--- config.mk ---
export PLATFORM = sky130hd
export DESIGN_NAME = sigma_mc_control
export DESIGN_NICKNAME = d
export VERILOG_FILES = /design/src/rtl/sigma_pkg.sv /design/src/rtl/sigma_alu_decoder.sv /design/src/rtl/sigma_mc_control.sv
export SDC_FILE = /design/constraint.sdc
export NUM_CORES = 1
export LEC_CHECK = 0
export ABC_CLOCK_PERIOD_IN_PS = 2700
export CAP_MARGIN = 5
export CORE_MARGIN = 5
export CORE_UTILIZATION = 56
export CTS_CLUSTER_SIZE = 28
export DETAILED_ROUTE_END_ITERATION = 6
export DONT_BUFFER_PORTS = 1
export GPL_TIMING_DRIVEN = 1
export PLACE_DENSITY_LB_ADDON = 0.25
export SYNTH_ARGS = -nofsm -noshare
export SYNTH_HDL_FRONTEND = slang
export SYNTH_SLANG_ARGS = --single-unit
--- constraint.sdc ---
create_clock -name clk -period 2.7 [get_ports clk]
set_clock_uncertainty 0.15 [all_clocks]
set_input_delay 0.81 -clock clk [delete_from_list [all_inputs] [get_ports clk]]
set_output_delay 0.81 -clock clk [all_outputs]
set_load 0.02 [all_outputs]
--- src/rtl/sigma_pkg.sv ---
// Shared SigmaCore definitions used by the multicycle control FSM and
// the ALU operation sub-decoder.
package sigma_pkg;

  localparam int unsigned STATE_W    = 5;
  localparam int unsigned ALU_CTRL_W = 4;
  localparam int unsigned IMM_TYPE_W = 3;
  localparam int unsigned SRC_W      = 2;
  localparam int unsigned OPCODE_W   = 7;
  localparam int unsigned FUNCT3_W   = 3;
  localparam int unsigned FUNCT7_W   = 7;

  // Five bits are needed because the branch state sits at 16.
  typedef enum logic [STATE_W-1:0] {
    S_FETCH         = 5'd0,
    S_DECODE        = 5'd1,
    S_MEM_ADDR_COMP = 5'd2,
    S_MEM_READ      = 5'd3,
    S_WB_MEM        = 5'd4,
    S_MEM_WRITE     = 5'd5,
    S_EXEC_R_TYPE   = 5'd6,
    S_WB_R_TYPE     = 5'd7,
    S_EXEC_R_LOG    = 5'd8,
    S_WB_R_LOG      = 5'd9,
    S_EXEC_R_SLT    = 5'd10,
    S_WB_R_SLT      = 5'd11,
    S_EXEC_R_SHIFT  = 5'd12,
    S_WB_R_SHIFT    = 5'd13,
    S_EXEC_I_TYPE   = 5'd14,
    S_WB_I_TYPE     = 5'd15,
    S_BRANCH        = 5'd16,
    S_HALT          = 5'd17
  } sigma_mc_state_t;

  localparam logic [ALU_CTRL_W-1:0] ALU_ADD    = 4'd0;
  localparam logic [ALU_CTRL_W-1:0] ALU_SUB    = 4'd1;
  localparam logic [ALU_CTRL_W-1:0] ALU_AND    = 4'd2;
  localparam logic [ALU_CTRL_W-1:0] ALU_OR     = 4'd3;
  localparam logic [ALU_CTRL_W-1:0] ALU_XOR    = 4'd4;
  localparam logic [ALU_CTRL_W-1:0] ALU_SLT    = 4'd5;
  localparam logic [ALU_CTRL_W-1:0] ALU_SLL    = 4'd6;
  localparam logic [ALU_CTRL_W-1:0] ALU_SRL    = 4'd7;
  localparam logic [ALU_CTRL_W-1:0] ALU_SRA    = 4'd8;
  localparam logic [ALU_CTRL_W-1:0] ALU_COPY_B = 4'd9;

  localparam logic [IMM_TYPE_W-1:0] IMM_TYPE_NONE = 3'd0;
  localparam logic [IMM_TYPE_W-1:0] IMM_TYPE_I    = 3'd1;
  localparam logic [IMM_TYPE_W-1:0] IMM_TYPE_S    = 3'd2;
  localparam logic [IMM_TYPE_W-1:0] IMM_TYPE_B    = 3'd3;
  localparam logic [IMM_TYPE_W-1:0] IMM_TYPE_U    = 3'd4;
  localparam logic [IMM_TYPE_W-1:0] IMM_TYPE_J    = 3'd5;

  localparam logic [SRC_W-1:0] ALU_SRC_A_PC     = 2'b00;
  localparam logic [SRC_W-1:0] ALU_SRC_A_OLD_PC = 2'b01;
  localparam logic [SRC_W-1:0] ALU_SRC_A_RS1    = 2'b10;

  localparam logic [SRC_W-1:0] ALU_SRC_B_RS2    = 2'b00;
  localparam logic [SRC_W-1:0] ALU_SRC_B_IMM    = 2'b01;
  localparam logic [SRC_W-1:0] ALU_SRC_B_FOUR   = 2'b10;

  localparam logic [SRC_W-1:0] RESULT_SRC_ALUOUT     = 2'b00;
  localparam logic [SRC_W-1:0] RESULT_SRC_MEM_DATA   = 2'b01;
  localparam logic [SRC_W-1:0] RESULT_SRC_ALU_RESULT = 2'b10;

  localparam logic [OPCODE_W-1:0] OPCODE_LOAD   = 7'b0000011;
  localparam logic [OPCODE_W-1:0] OPCODE_IMM    = 7'b0010011;
  localparam logic [OPCODE_W-1:0] OPCODE_STORE  = 7'b0100011;
  localparam logic [OPCODE_W-1:0] OPCODE_RTYPE  = 7'b0110011;
  localparam logic [OPCODE_W-1:0] OPCODE_LUI    = 7'b0110111;
  localparam logic [OPCODE_W-1:0] OPCODE_BRANCH = 7'b1100011;
  // Reserved for a future jump path; not decoded yet.
  localparam logic [OPCODE_W-1:0] OPCODE_JAL    = 7'b1101111;

  localparam logic [FUNCT7_W-1:0] FUNCT7_BASE = 7'b0000000;
  localparam logic [FUNCT7_W-1:0] FUNCT7_ALT  = 7'b0100000;

endpackage

--- src/rtl/sigma_alu_decoder.sv ---
// Combinational ALU operation decoder for R-type and OP-IMM instructions.
// Produces the ALU code plus a legality flag for the (funct3, funct7) pair.
module sigma_alu_decoder
  import sigma_pkg::*;
(
  input  logic [FUNCT3_W-1:0]   i_funct3,
  input  logic [FUNCT7_W-1:0]   i_funct7,
  input  logic                  i_is_rtype,
  output logic [ALU_CTRL_W-1:0] o_alu_control_c,
  output logic                  o_legal_c
);

  logic w_alt;
  logic w_base;

  assign w_alt  = (i_funct7 == FUNCT7_ALT);
  assign w_base = (i_funct7 == FUNCT7_BASE);

  // funct3 selects the operation; funct7 only matters for SUB/SRA and R-type legality
  always_comb begin
    o_alu_control_c = ALU_ADD;
    o_legal_c       = 1'b1;
    case (i_funct3)
      3'b000: o_alu_control_c = (i_is_rtype && w_alt) ? ALU_SUB : ALU_ADD;
      3'b001: o_alu_control_c = ALU_SLL;
      3'b010: o_alu_control_c = ALU_SLT;
      3'b011: o_legal_c       = 1'b0;
      3'b100: o_alu_control_c = ALU_XOR;
      3'b101: o_alu_control_c = w_alt ? ALU_SRA : ALU_SRL;
      3'b110: o_alu_control_c = ALU_OR;
      3'b111: o_alu_control_c = ALU_AND;
    endcase
    if (i_is_rtype && !(w_base || (w_alt && ((i_funct3 == 3'b000) || (i_funct3 == 3'b101))))) begin
      o_legal_c = 1'b0;
    end
  end

endmodule

--- src/rtl/sigma_mc_control.sv ---
// Multicycle main control FSM for the SigmaCore RV32I datapath.
// Outputs are decoded from the current state (FETCH and memory strobes are
// additionally qualified by mem_ready) and forced inactive while rst_n=0.
// Build option SIGMA_MC_ILLEGAL_TRAP_EN: an illegal instruction parks the
// FSM in S_HALT until reset; otherwise it behaves as a NOP.
module sigma_mc_control
  import sigma_pkg::*;
#(
  parameter sigma_mc_state_t RESET_STATE = S_FETCH,
  parameter bit              MEM_WAIT_EN = 1'b1
) (
  input  logic                  clk,
  input  logic                  rst_n,
  input  logic [OPCODE_W-1:0]   opcode,
  input  logic [FUNCT3_W-1:0]   funct3,
  input  logic [FUNCT7_W-1:0]   funct7,
  input  logic                  zero,
  input  logic                  mem_ready,
  output logic                  pc_write,
  output logic                  pc_write_cond,
  output logic                  ir_write,
  output logic                  adr_src,
  output logic                  mem_write,
  output logic                  reg_write,
  output logic [SRC_W-1:0]      alu_src_a,
  output logic [SRC_W-1:0]      alu_src_b,
  output logic [SRC_W-1:0]      result_src,
  output logic [ALU_CTRL_W-1:0] alu_control,
  output logic [IMM_TYPE_W-1:0] imm_type,
  output logic [STATE_W-1:0]    state_o,
  output logic                  illegal_instr
);

`ifdef SIGMA_MC_ILLEGAL_TRAP_EN
  localparam sigma_mc_state_t ILLEGAL_NEXT = S_HALT;
`else
  localparam sigma_mc_state_t ILLEGAL_NEXT = S_FETCH;
`endif

  sigma_mc_state_t r_state;
  sigma_mc_state_t w_next;

  logic                  w_mem_ready;
  logic                  w_legal;
  logic                  w_dec_legal;
  logic [ALU_CTRL_W-1:0] w_dec_alu;
  logic                  w_unused;

  // Branch resolution on zero happens in the datapath, not here.
  assign w_unused    = zero;
  assign w_mem_ready = MEM_WAIT_EN ? mem_ready : 1'b1;
  assign state_o     = r_state;

  sigma_alu_decoder u_alu_dec (
    .i_funct3        (funct3),
    .i_funct7        (funct7),
    .i_is_rtype      (opcode == OPCODE_RTYPE),
    .o_alu_control_c (w_dec_alu),
    .o_legal_c       (w_dec_legal)
  );

  // Instruction legality check used in DECODE
  always_comb begin
    w_legal = 1'b0;
    case (opcode)
      OPCODE_LUI:                 w_legal = 1'b1;
      OPCODE_IMM, OPCODE_RTYPE:   w_legal = w_dec_legal;
      OPCODE_LOAD, OPCODE_STORE:  w_legal = (funct3 == 3'b010);
      OPCODE_BRANCH:              w_legal = (funct3 == 3'b000);
      default:                    w_legal = 1'b0;
    endcase
  end

  // State register with synchronous active-low reset
  always_ff @(posedge clk) begin
    if (!rst_n) begin
      r_state <= RESET_STATE;
    end else begin
      r_state <= w_next;
    end
  end

  // Next-state and control decode
  always_comb begin
    w_next        = r_state;
    pc_write      = 1'b0;
    pc_write_cond = 1'b0;
    ir_write      = 1'b0;
    adr_src       = 1'b0;
    mem_write     = 1'b0;
    reg_write     = 1'b0;
    alu_src_a     = ALU_SRC_A_PC;
    alu_src_b     = ALU_SRC_B_RS2;
    result_src    = RESULT_SRC_ALUOUT;
    alu_control   = ALU_ADD;
    imm_type      = IMM_TYPE_NONE;
    illegal_instr = 1'b0;

    case (r_state)
      S_FETCH: begin
        alu_src_b  = ALU_SRC_B_FOUR;
        result_src = RESULT_SRC_ALU_RESULT;
        ir_write   = w_mem_ready;
        pc_write   = w_mem_ready;
        if (w_mem_ready) w_next = S_DECODE;
      end
      S_DECODE: begin
        alu_src_a = ALU_SRC_A_OLD_PC;
        alu_src_b = ALU_SRC_B_IMM;
        imm_type  = IMM_TYPE_B;
        if (!w_legal) begin
          illegal_instr = 1'b1;
          w_next        = ILLEGAL_NEXT;
        end else begin
          case (opcode)
            OPCODE_LOAD, OPCODE_STORE: w_next = S_MEM_ADDR_COMP;
            OPCODE_IMM, OPCODE_LUI:    w_next = S_EXEC_I_TYPE;
            OPCODE_BRANCH:             w_next = S_BRANCH;
            OPCODE_RTYPE: begin
              case (funct3)
                3'b000:         w_next = S_EXEC_R_TYPE;
                3'b010, 3'b011: w_next = S_EXEC_R_SLT;
                3'b001, 3'b101: w_next = S_EXEC_R_SHIFT;
                default:        w_next = S_EXEC_R_LOG;
              endcase
            end
            default:                   w_next = ILLEGAL_NEXT;
          endcase
        end
      end
      S_MEM_ADDR_COMP: begin
        alu_src_a = ALU_SRC_A_RS1;
        alu_src_b = ALU_SRC_B_IMM;
        imm_type  = (opcode == OPCODE_STORE) ? IMM_TYPE_S : IMM_TYPE_I;
        w_next    = (opcode == OPCODE_STORE) ? S_MEM_WRITE : S_MEM_READ;
      end
      S_MEM_READ: begin
        adr_src = 1'b1;
        if (w_mem_ready) w_next = S_WB_MEM;
      end
      S_WB_MEM: begin
        result_src = RESULT_SRC_MEM_DATA;
        reg_write  = 1'b1;
        w_next     = S_FETCH;
      end
      S_MEM_WRITE: begin
        adr_src   = 1'b1;
        mem_write = w_mem_ready;
        if (w_mem_ready) w_next = S_FETCH;
      end
      S_EXEC_R_TYPE, S_EXEC_R_LOG, S_EXEC_R_SLT, S_EXEC_R_SHIFT: begin
        alu_src_a   = ALU_SRC_A_RS1;
        alu_src_b   = ALU_SRC_B_RS2;
        alu_control = w_dec_alu;
        case (r_state)
          S_EXEC_R_LOG:   w_next = S_WB_R_LOG;
          S_EXEC_R_SLT:   w_next = S_WB_R_SLT;
          S_EXEC_R_SHIFT: w_next = S_WB_R_SHIFT;
          default:        w_next = S_WB_R_TYPE;
        endcase
      end
      S_WB_R_TYPE, S_WB_R_LOG, S_WB_R_SLT, S_WB_R_SHIFT, S_WB_I_TYPE: begin
        result_src = RESULT_SRC_ALUOUT;
        reg_write  = 1'b1;
        w_next     = S_FETCH;
      end
      S_EXEC_I_TYPE: begin
        alu_src_b = ALU_SRC_B_IMM;
        if (opcode == OPCODE_LUI) begin
          imm_type    = IMM_TYPE_U;
          alu_control = ALU_COPY_B;
        end else begin
          alu_src_a   = ALU_SRC_A_RS1;
          imm_type    = IMM_TYPE_I;
          alu_control = w_dec_alu;
        end
        w_next = S_WB_I_TYPE;
      end
      S_BRANCH: begin
        alu_src_a     = ALU_SRC_A_RS1;
        alu_src_b     = ALU_SRC_B_RS2;
        alu_control   = ALU_SUB;
        result_src    = RESULT_SRC_ALUOUT;
        pc_write_cond = 1'b1;
        w_next        = S_FETCH;
      end
      S_HALT: begin
        illegal_instr = 1'b1;
        w_next        = S_HALT;
      end
      default: w_next = RESET_STATE;
    endcase

    // No control strobe may fire while reset is held.
    if (!rst_n) begin
      pc_write      = 1'b0;
      pc_write_cond = 1'b0;
      ir_write      = 1'b0;
      adr_src       = 1'b0;
      mem_write     = 1'b0;
      reg_write     = 1'b0;
      alu_src_a     = ALU_SRC_A_PC;
      alu_src_b     = ALU_SRC_B_RS2;
      result_src    = RESULT_SRC_ALUOUT;
      alu_control   = ALU_ADD;
      imm_type      = IMM_TYPE_NONE;
      illegal_instr = 1'b0;
    end
  end

endmodule

==> results.md <==
* Run status: finished with violations
* Failing checks: setup timing
* Die height at between 40 and 50 um
* Met2 routed WL at roughly 1.6 mm
* Post-synth EDFFs at 0
* Initial Util at 0.592
* Root Driver: clkbuf_4
* Final Wtd Congestion at roughly 0.94
* Pin count of the biggest net entering global routing at 16
* Worst slew pin tran at between 0.3 and 0.4 ns
* Final hold vios at 0
* Setup TNS at -1.15 ns
* RSZ-0062 raised after global routing: yes
* CTS tree: yes
* Iter 0 DRT Violations at 44
* Synth top area share at 0.112
* Post-synthesis register bit count at 5
* Largest family of logic cells by synthesized area: simple AND/OR/NAND/NOR gates
* WL met3 at between 300 and 400 um
* Design Power at ~240 uW
* # setup viols final at 9
* Grt total ovfl at 0
* Dpl cell area at about 1100 um2
* Max reg flops at 5
* CP max-delay cell: and4bb_2
* Core area at 1510 um2
* First-pass GRT wire length at between 5 and 6 mm
* Filler cell count in the final layout at just over 90
* Total GRT Usage at 0.249
* Final WS setup at -0.196 ns
* H-tree Lvls at 1
* Drt total wl at roughly 3.2 mm
* Syn_area_per_cell at 6.42 um2
* Vias in the first global route at about 1100
* Clock sink count at 5
* Die area at 2490 um2
* Mapped Nets at between 150 and 200
* Synth Area in Compound Gates at 0.297
* P_leak at approximately 0.50 nW
* Worst setup EP type: primary output
* Total number of vias at 1190
* Post-Synth XOR/XNOR Area at 0.0196
* Slowest stage delay, CP at a little under 0.3 ns
* Place WS at -0.275 ns
* Worst Path Buf+Inv at 1
* Max-slew headroom at 0.733
* Post-synthesis adder-cell area fraction at 0
* Metal-1 WL at ~1.1 mm
* Worst EP arrival at just under 2 ns
* I/O pin count at 46
* CP top delay family: simple AND/OR/NAND/NOR gates
* Post-DRT Antenna Nets at 0
* Area delta synth->final at 42.8%
* Critical Path Stages at 6
* Top Layer Used: met4
* # rows at 14
* Sequential Area at ~100 um2
* Cells after Synth at between 100 and 150
* Max Freq at between 0.3 and 0.4 GHz
* Final Instance Area at around 1300 um2
* Critical path class: input port to primary output
* Vias per std cell at 6.76
* Post-synth top area cell: dfxtp_1
* Startpoint types: input port
* Worst-Skew Late Latency at about 0.25 ns
* Synth warn at 0
* Final hold slack at between 0.5 and 0.6 ns
* Simple-gate area share of the yosys netlist at 0.446
* Ant. Diodes at 0
* Type of the most critical hold path: input port to flop
* Mux cell area share after synthesis at 0.0252
* First-pass DRT Iterations at 5
* Cell area after synthesis at around 890 um2
* Min Tclk post-route at 2.90 ns
* VDD IR max at ~0.30 mV
* Die Wd at about 50 um
* Clock slew at reported path FFs at ~0.050 ns
* Layout cells sized above 1 at 0.388
* Port-buffer cells at 0
* Critical Path Fanout Max at 2
* Post-synth cell types at 45
* Hpwl dp at 2.36 mm
* CP required at around 1.7 ns
* Fin crit share at 1.07
* Longest Clk Path Bufs at 2
* Ys flop type: dfxtp_1
* Multi-input gate area at between 800 and 900 um2
* Initial antenna violation count at 0
* Final nets at between 150 and 200
* R2R depth at 5
* Remaining routing DRC violations at 0
* Max Slew Vio Count at 0
* Max cap viols at 0
* CP Cell Sequence: and4bb_2 > nand4_1 > buf_6 > nor4_4 > nor2_2 > nor3_4
* Hold-fix buffers, CTS at 0
* CTS buffer count at 3
* WL/cell at about 18 um
* P per Cell Area at ~190 nW/um2
* Async S/R FF share, synth at 0
* Area contributors post-synth: dfxtp_1 (11%), nor2_1 (7.6%), nand2_1 (6.3%), nor2b_1 (4.9%), nor3_1 (3.9%)
* Sequential-to-total area share from yosys stat at 0.112
* Hold Path Stages at 1
## cells in the final DEF, fill, tap and decap left out, types with 4 or more instances in the layout
cell type,netlist,routed
a21oi_1,6,4
buf_4,2,25
inv_1,7,7
nand2_1,15,14
nand3_1,4,4
nor2_1,18,14
nor2b_1,7,7
nor3_1,7,5
## path summary, 6_finish.rpt
| kind | end | startpoint | slack [ns] |
|---|---|---|---|
| setup / recovery | alu_control[3] | opcode[3] | -0.20 |
| hold / removal | state_o[1] | rst_n | 0.56 |
| setup reg to reg | state_o[2] | state_o[3] | 0.93 |
| hold reg to reg | state_o[3] | state_o[3] | 0.60 |
## synthesized netlist by cell type, types with 2 or more instances
master / instances
a21boi_0: 2
a21oi_1: 6
a31oi_1: 4
and2_1: 4
and3_1: 3
buf_2: 2
buf_4: 2
buf_6: 2
clkbuf_1: 3
dfxtp_1: 5
inv_1: 7
mux2_2: 2
nand2_1: 15
nand2b_1: 3
nand3_1: 4
nand3b_1: 2
nand4_1: 3
nor2_1: 18
nor2b_1: 7
nor3_1: 7
nor4_1: 4
o21ai_0: 4
o22ai_1: 3
o2bb2ai_1: 2
o311a_1: 2
o31a_1: 2
or3_1: 2
xnor2_1: 2
## cell type report
| type | instances | share of cell area |
|---|---|---|
| clock inverters | 1 | 0.00393 |
| inverters | 7 | 0.0206 |
| clock buffers | 3 | 0.0177 |
| flip-flops and latches | 5 | 0.0805 |
| multi-input cells | 117 | 0.696 |
| repair buffers | 27 | 0.165 |
| well taps | 16 | 0.0157 |
## report_power, final
group          switching [mW]  total, mW  internal [mW]
logic                  0.0420     0.0730         0.0311
clock network          0.0381     0.0921         0.0540
registers             0.00344     0.0784         0.0750
total                  0.0835      0.244          0.160
## repair_timing
item                                    4_1_cts  5_1_grt
gates cloned                                  0        0
buffers inserted                              1        2
pin swaps                                     9       10
resized for setup                             4       15
endpoints found under the setup margin        9       14
## per-stage QoR
step / utilization / std cells
after floorplan: - / 139
after global placement: 0.747 / 169
after detailed placement: 0.747 / 169
after CTS: 0.778 / 174
after global routing: 0.846 / 176
final: 0.846 / 176
## layer usage
metal | up-vias | GRT usage
met1 | 537 | 0.330
met4 | 0 | 0.0655
met2 | 90 | 0.398
met5 | - | 0
met3 | 8 | 0.0572
li1 | 555 | -
## worst reg2reg max path: stages (launching register included)
cell and delay, ns:
dfxtp_2 0.54, nor2_1 0.17, a2111oi_0 0.42, o31a_1 0.22, a31oi_1 0.11, o31ai_1 0.08
## kinds of logic after synthesis
logic type      after synthesis
buf+inv                      17
xor+xnor                      2
mux                           2
flops                         5
simple gates                 76
compound gates               37
(Power assumes the default switching activity.)
